$ cat config.mk
export PLATFORM = sky130hd
export DESIGN_NAME = acc_dispatch_arbiter
export DESIGN_NICKNAME = d
export VERILOG_FILES = /design/src/rtl/acc_dispatch_arbiter_pkg.sv /design/src/rtl/acc_dispatch_id_fifo.sv /design/src/rtl/acc_dispatch_arbiter.sv
export SDC_FILE = /design/constraint.sdc
export NUM_CORES = 1
export LEC_CHECK = 0
export CORE_AREA = 2 2 247 249
export DETAILED_ROUTE_END_ITERATION = 6
export DIE_AREA = 0 0 249 251
export MAX_ROUTING_LAYER = met4
export PLACE_DENSITY = 0.31
export RECOVER_POWER = 50
export SLEW_MARGIN = 0
export SYNTH_ARGS = -nofsm -noshare
export SYNTH_HDL_FRONTEND = slang
export SYNTH_SLANG_ARGS = --single-unit
export TNS_END_PERCENT = 20
$ cat constraint.sdc
create_clock -name clk_i -period 2.8 [get_ports clk_i]
set_clock_uncertainty 0.1 [all_clocks]
set_input_delay 0.56 -clock clk_i [delete_from_list [all_inputs] [get_ports clk_i]]
set_output_delay 0.56 -clock clk_i [all_outputs]
set_load 0.01 [all_outputs]
$ cat src/rtl/acc_dispatch_arbiter_pkg.sv
// Shared types and helpers for the Ara accelerator-port dispatch arbiter.
package acc_dispatch_arbiter_pkg;

    localparam int AccIdW   = 4;
    localparam int AccXlen  = 64;

    typedef logic [AccIdW-1:0] acc_id_t;

    typedef struct packed {
        logic [31:0]        insn;
        logic [AccXlen-1:0] rs1;
        logic [AccXlen-1:0] rs2;
        logic               resp_exp;
    } disp_req_t;

    // Round-robin successor of idx among n requesters.
    function automatic int rr_next(input int idx, input int n);
        return (idx + 1 >= n) ? 0 : idx + 1;
    endfunction

endpackage

$ cat src/rtl/acc_dispatch_id_fifo.sv
// Synchronous FIFO holding requester IDs of response-expecting requests.
module acc_dispatch_id_fifo
    import acc_dispatch_arbiter_pkg::*;
#(
    parameter  int DATA_W = AccIdW,
    parameter  int DEPTH  = 8,
    localparam int PtrW   = $clog2(DEPTH),
    localparam int CntW   = $clog2(DEPTH) + 1
) (
    input  logic              clk_i,
    input  logic              rst_ni,
    input  logic              push_i,
    input  logic [DATA_W-1:0] data_i,
    input  logic              pop_i,
    output logic [DATA_W-1:0] data_o,
    output logic              full_o,
    output logic              empty_o,
    output logic [CntW-1:0]   count_o
);

    logic [DATA_W-1:0] mem_q [DEPTH];
    logic [PtrW-1:0]   wr_ptr_q, wr_ptr_d;
    logic [PtrW-1:0]   rd_ptr_q, rd_ptr_d;
    logic [CntW-1:0]   cnt_q, cnt_d;

    assign full_o  = (cnt_q == CntW'(DEPTH));
    assign empty_o = (cnt_q == '0);
    assign count_o = cnt_q;
    assign data_o  = mem_q[rd_ptr_q];

    // DEPTH is a power of two, so pointers wrap by natural overflow.
    always_comb begin
        wr_ptr_d = push_i ? wr_ptr_q + 1'b1 : wr_ptr_q;
        rd_ptr_d = pop_i  ? rd_ptr_q + 1'b1 : rd_ptr_q;
        cnt_d    = cnt_q;
        case ({push_i, pop_i})
            2'b10:   cnt_d = cnt_q + CntW'(1);
            2'b01:   cnt_d = cnt_q - CntW'(1);
            default: cnt_d = cnt_q;
        endcase
    end

    always_ff @(posedge clk_i or negedge rst_ni) begin
        if (!rst_ni) begin
            wr_ptr_q <= '0;
            rd_ptr_q <= '0;
            cnt_q    <= '0;
        end else begin
            wr_ptr_q <= wr_ptr_d;
            rd_ptr_q <= rd_ptr_d;
            cnt_q    <= cnt_d;
        end
    end

    always_ff @(posedge clk_i) begin
        if (push_i) mem_q[wr_ptr_q] <= data_i;
    end

    a_no_push_full: assert property (@(posedge clk_i) disable iff (!rst_ni) !(push_i && full_o));
    a_no_pop_empty: assert property (@(posedge clk_i) disable iff (!rst_ni) !(pop_i && empty_o));

endmodule

$ cat src/rtl/acc_dispatch_arbiter.sv
// Round-robin sharing of Ara's accelerator port among scalar requesters,
// with in-order response routing back to the issuing requester.
module acc_dispatch_arbiter
    import acc_dispatch_arbiter_pkg::*;
#(
    parameter  int NumReq   = 2,
    parameter  int MaxOutst = 8,
    parameter  int XLEN     = 64,
    localparam int IdW      = $clog2(NumReq),
    localparam int CntW     = $clog2(MaxOutst) + 1
) (
    input  logic                       clk_i,
    input  logic                       rst_ni,
    input  logic [NumReq-1:0]          req_valid_i,
    output logic [NumReq-1:0]          req_ready_o,
    input  logic [NumReq-1:0][31:0]    req_insn_i,
    input  logic [NumReq-1:0][XLEN-1:0] req_rs1_i,
    input  logic [NumReq-1:0][XLEN-1:0] req_rs2_i,
    input  logic [NumReq-1:0]          req_resp_exp_i,
    output logic                       acc_req_valid_o,
    input  logic                       acc_req_ready_i,
    output logic [31:0]                acc_insn_o,
    output logic [XLEN-1:0]            acc_rs1_o,
    output logic [XLEN-1:0]            acc_rs2_o,
    input  logic                       acc_resp_valid_i,
    output logic                       acc_resp_ready_o,
    input  logic [XLEN-1:0]            acc_resp_result_i,
    input  logic                       acc_resp_error_i,
    output logic [NumReq-1:0]          resp_valid_o,
    input  logic [NumReq-1:0]          resp_ready_i,
    output logic [XLEN-1:0]            resp_result_o,
    output logic                       resp_error_o,
    output logic [CntW-1:0]            outst_cnt_o,
    output logic                       idle_o,
    output logic                       err_spurious_o
);

    logic [IdW-1:0]    rr_q, rr_d;
    logic              lock_q, lock_d;
    logic [IdW-1:0]    locked_id_q, locked_id_d;
    logic              err_spurious_q, err_spurious_d;

    logic              fifo_full, fifo_empty;
    logic [IdW-1:0]    head_id;
    logic              push, pop, req_hs;
    logic [NumReq-1:0] eligible;
    logic              win_found;
    logic [IdW-1:0]    win_id;

    acc_dispatch_id_fifo #(
        .DATA_W (IdW),
        .DEPTH  (MaxOutst)
    ) u_id_fifo (
        .clk_i   (clk_i),
        .rst_ni  (rst_ni),
        .push_i  (push),
        .data_i  (win_id),
        .pop_i   (pop),
        .data_o  (head_id),
        .full_o  (fifo_full),
        .empty_o (fifo_empty),
        .count_o (outst_cnt_o)
    );

    // A held grant bypasses eligibility: it was eligible when it locked and
    // nothing else can push while it waits, so the FIFO cannot fill under it.
    always_comb begin
        int idx;
        idx       = 0;
        eligible  = req_valid_i & ~(req_resp_exp_i & {NumReq{fifo_full}});
        win_found = 1'b0;
        win_id    = '0;
        if (lock_q) begin
            win_found = 1'b1;
            win_id    = locked_id_q;
        end else begin
            for (int k = 0; k < NumReq; k++) begin
                idx = int'(rr_q) + k;
                if (idx >= NumReq) idx = idx - NumReq;
                if (!win_found && eligible[idx]) begin
                    win_found = 1'b1;
                    win_id    = IdW'(idx);
                end
            end
        end
    end

    always_comb begin
        req_ready_o     = '0;
        acc_req_valid_o = win_found;
        acc_insn_o      = '0;
        acc_rs1_o       = '0;
        acc_rs2_o       = '0;
        if (win_found) begin
            req_ready_o[win_id] = acc_req_ready_i;
            acc_insn_o          = req_insn_i[win_id];
            acc_rs1_o           = req_rs1_i[win_id];
            acc_rs2_o           = req_rs2_i[win_id];
        end
    end

    assign req_hs = win_found && acc_req_ready_i;
    assign push   = req_hs && req_resp_exp_i[win_id];

    // With nothing outstanding, any response is sunk and flagged instead of routed.
    always_comb begin
        resp_valid_o     = '0;
        acc_resp_ready_o = acc_resp_valid_i;
        if (!fifo_empty) begin
            resp_valid_o[head_id] = acc_resp_valid_i;
            acc_resp_ready_o      = resp_ready_i[head_id];
        end
    end

    assign pop           = !fifo_empty && acc_resp_valid_i && resp_ready_i[head_id];
    assign resp_result_o = acc_resp_result_i;
    assign resp_error_o  = acc_resp_error_i;
    assign idle_o        = !acc_req_valid_o && (outst_cnt_o == '0);
    assign err_spurious_o = err_spurious_q;

    always_comb begin
        rr_d           = req_hs ? IdW'(rr_next(int'(win_id), NumReq)) : rr_q;
        lock_d         = win_found && !acc_req_ready_i;
        locked_id_d    = win_found ? win_id : locked_id_q;
        err_spurious_d = err_spurious_q || (acc_resp_valid_i && fifo_empty);
    end

    always_ff @(posedge clk_i or negedge rst_ni) begin
        if (!rst_ni) begin
            rr_q           <= '0;
            lock_q         <= 1'b0;
            locked_id_q    <= '0;
            err_spurious_q <= 1'b0;
        end else begin
            rr_q           <= rr_d;
            lock_q         <= lock_d;
            locked_id_q    <= locked_id_d;
            err_spurious_q <= err_spurious_d;
        end
    end

    a_req_ready_onehot: assert property (@(posedge clk_i) disable iff (!rst_ni) $onehot0(req_ready_o));
    a_resp_valid_onehot: assert property (@(posedge clk_i) disable iff (!rst_ni) $onehot0(resp_valid_o));
    a_locked_stable: assert property (@(posedge clk_i) disable iff (!rst_ni)
        (acc_req_valid_o && !acc_req_ready_i) |=>
        (acc_req_valid_o && $stable(acc_insn_o) && $stable(acc_rs1_o) && $stable(acc_rs2_o)));

endmodule

==> metrics.txt <==
FF+latch count, synth 22; Post-DRT Antenna Nets 0; final worst path period share 1.12; CP Data Required Time around 2100 ps; post-route setup slack -330 ps; vias in the first global route 7,203; met3 Usage GRT 0.0263; initial antenna violation count 2; routed vias 6,886; Crit path arrival time 2470 ps; Mapped Cells roughly 700; Max Cap Violations 0; Avg Cell Area, Syn 5.77 sq um; Slew Viols, Final 0; number of fill cells slightly below 7,000; highest-delay cell along the critical path dfrtp_2; max incr delay on CP approximately 420 ps; PwrDens approximately 500 nW/um^2; simple-gate share of the synthesized area 0.345; gpl congestion 0.865; placed cell areas 10,200 sq um; CTS tree done; ys flop type dfrtp_1; Worst-path clk slew 70 ps; Die ar. 62,500 sq um; Die Span X 249 um; Clk Latency, worst-skew pair 260 ps; PortBufs 501; synth-to-layout area growth 182%; drt total wl approximately 35 mm; CP Cell Sequence nor4b_4 > a21boi_4 > o211ai_4 > buf_12 > clkinv_16 > buf_12 > buf_16 > buf_12 > nand2_1 > a21oi_2 > buf_2; clock buffer count from CTS 3; DP Worst Slack -815 ps; Seq/Total Area, Yosys 0.146; worst slew pin tran 787 ps; row cnt 90; worst min-delay path class reg -> reg; met2 Usage GRT 0.203; failing checks negative setup slack; synth warn 0; most frequent cells in the layout clkdlybuf4s50_1 (331), nand2_1 (238), buf_2 (160); post-synthesis mux area share 0.0269; boundary pin count 632; crit path max fanout 6; Syn Nets 1,102; unrepaired setup endpoints after global routing true; Setup-failing EPs final 165; fin crit period 3130 ps; largest net degree at the start of global routing 21; layout cell share with drive strength beyond 1 0.433; xor/xnor share of the synthesized area 0.0195; hold_ws between 300 and 400 ps; CP Launch Type flop; core area about 60,000 sq um; largest family of logic cells by synthesized area simple AND/OR/NAND/NOR gates; ys async rst share 0.636; Detailed Place HPWL 26.2 mm; Worst setup EP type output pin; WL/cell 17.6 um; Crit path top cell by count buf_12; GRT overflow 0; Post-Synth Adder-Cell Area 0.0155; Pleak 4.84 nW; nets 1,629; Post-Syn Area 4050 sq um; Cell variety after synth 43; Final Hold Vio Count 0; Initial Util 0.0677; Slew headroom 0.473; gr busiest metal met2; Worst IR Drop VDD 0.000217 V; fmax 319 MHz; initial drt markers 205; complex-gate fraction of the synthesized area 0.236; GR met1 Demand/Resource 0.114; DR pass1 iterations 4; most common cell after layout, fill and taps aside clkdlybuf4s50_1; fin util 0.191; Post-synth EDFFs 8; GRT Overall Usage 0.109; htree depth 1; Clock Sinks 22; Die Ht 251 um; DRC 0; outcome finished with violations; vias per cell 3.42; final instance area about 11,000 sq um; maximum clock insertion buffer count 2; Root Driver clkbuf_16; crit path kind reg -> out; first-pass GRT wire length roughly 49 mm
## routing by layer
layer	part of all wire	vias up
met3	0.077	47
met1	0.37	3105
met4	0.028	0
met2	0.52	435
met5	0	-
li1	-	3299
## worst max-delay path: cells and delay by family, from the launching register on
kind	cells	cell delay, ps
AOI/OAI and AO/OA	3	400
and+or+nand+nor	2	480
DFF	1	420
buffers and inverters	6	890
## path summary, 6_finish.rpt
kind	slack [ps]	cells after the start	end	start
setup / recovery	-330	11	acc_rs1_o[7]	u_id_fifo.count_o[1]$_DFFE_PN0P_
hold / removal	380	1	rr_q$_DFFE_PN0P_	rr_q$_DFFE_PN0P_
setup reg to reg	-90	14	u_id_fifo.count_o[3]$_DFFE_PN0P_	u_id_fifo.count_o[1]$_DFFE_PN0P_
hold reg to reg	380	1	rr_q$_DFFE_PN0P_	rr_q$_DFFE_PN0P_
max in group asynchronous	1400	1	u_id_fifo.rd_ptr_q[0]$_DFFE_PN0P_	rst_ni
min in group asynchronous	650	1	rr_q$_DFFE_PN0P_	rst_ni
## area by class of cell
| class | count | area [sq um] | area share |
|---|---|---|---|
| Antenna cell | 1 | 2.50 | 0.000219 |
| Clock buffer | 3 | 75.1 | 0.00657 |
| Clock inverter | 1 | 30.0 | 0.00263 |
| Inverter | 7 | 52.6 | 0.00460 |
| Multi-Input combinational cell | 553 | 3500 | 0.307 |
| Sequential cell | 22 | 594 | 0.0520 |
| Tap cell | 782 | 978 | 0.0857 |
| Timing Repair Buffer | 641 | 6170 | 0.540 |
| Timing Repair inverter | 1 | 16.3 | 0.00142 |
## state kept, by name (all words and copies together), names as in the netlist
| signal | flops |
|---|---|
| u_id_fifo.mem_q | 8 |
| u_id_fifo.wr_ptr_q | 3 |
| err_spurious_o | 1 |
| locked_id_q | 1 |
| rr_q | 1 |
| lock_q | 1 |
| u_id_fifo.rd_ptr_q | 3 |
| u_id_fifo.count_o | 4 |
## power by group
group	leakage [nW]	switching (mW)	internal, mW	total, mW
registers	0.232	0.107	0.443	0.550
logic	4.55	2.27	2.51	4.77
clock network	0.0511	0.130	0.284	0.415
## synth_stat cells (all sizes together) (2+ instances only)
master | instances | share of area
nand2 | 324 | 0.30
a21oi | 166 | 0.21
buf | 111 | 0.20
dfrtp | 14 | 0.087
clkbuf | 9 | 0.0083
nor2 | 9 | 0.0083
edfxtp | 8 | 0.059
inv | 7 | 0.0071
xor2 | 6 | 0.013
ha | 5 | 0.015
nor4 | 4 | 0.0062
mux2 | 3 | 0.0083
mux2i | 3 | 0.0074
nor2b | 3 | 0.0046
nor3 | 3 | 0.0065
xnor2 | 3 | 0.0065
a21boi | 2 | 0.0056
and4 | 2 | 0.0043
mux4 | 2 | 0.011
nand2b | 2 | 0.0031
nand3 | 2 | 0.0025
## repair_timing
action	in CTS	in global routing
setup endpoints to repair	170	170
gates cloned	16	2
hold buffers	0	0
hold endpoints to repair	0	0
setup buffers	30	8
pin swaps	50	106
resized for setup	746	243
## cells by family after synthesis
logic type                 count (synthesis)
and+or+nand+nor                          352
AOI/OAI and AO/OA                        179
buffers and inverters                    127
DFF                                       22
xor gates and xnor gates                   9
muxes                                      8
adders and majority gates                  5
## stage by stage
step	TNS, ps	instances	power (mW)
3_3_place_gp	-108940	1956	4.67
2_1_floorplan	0	702	2.28
4_1_cts	-41660	2002	5.46
5_1_grt	-51240	2011	6.15
6_report	-32480	2011	5.74
3_5_place_dp	-108230	1956	4.62
Note: power is estimated with default switching activity, not from simulation.
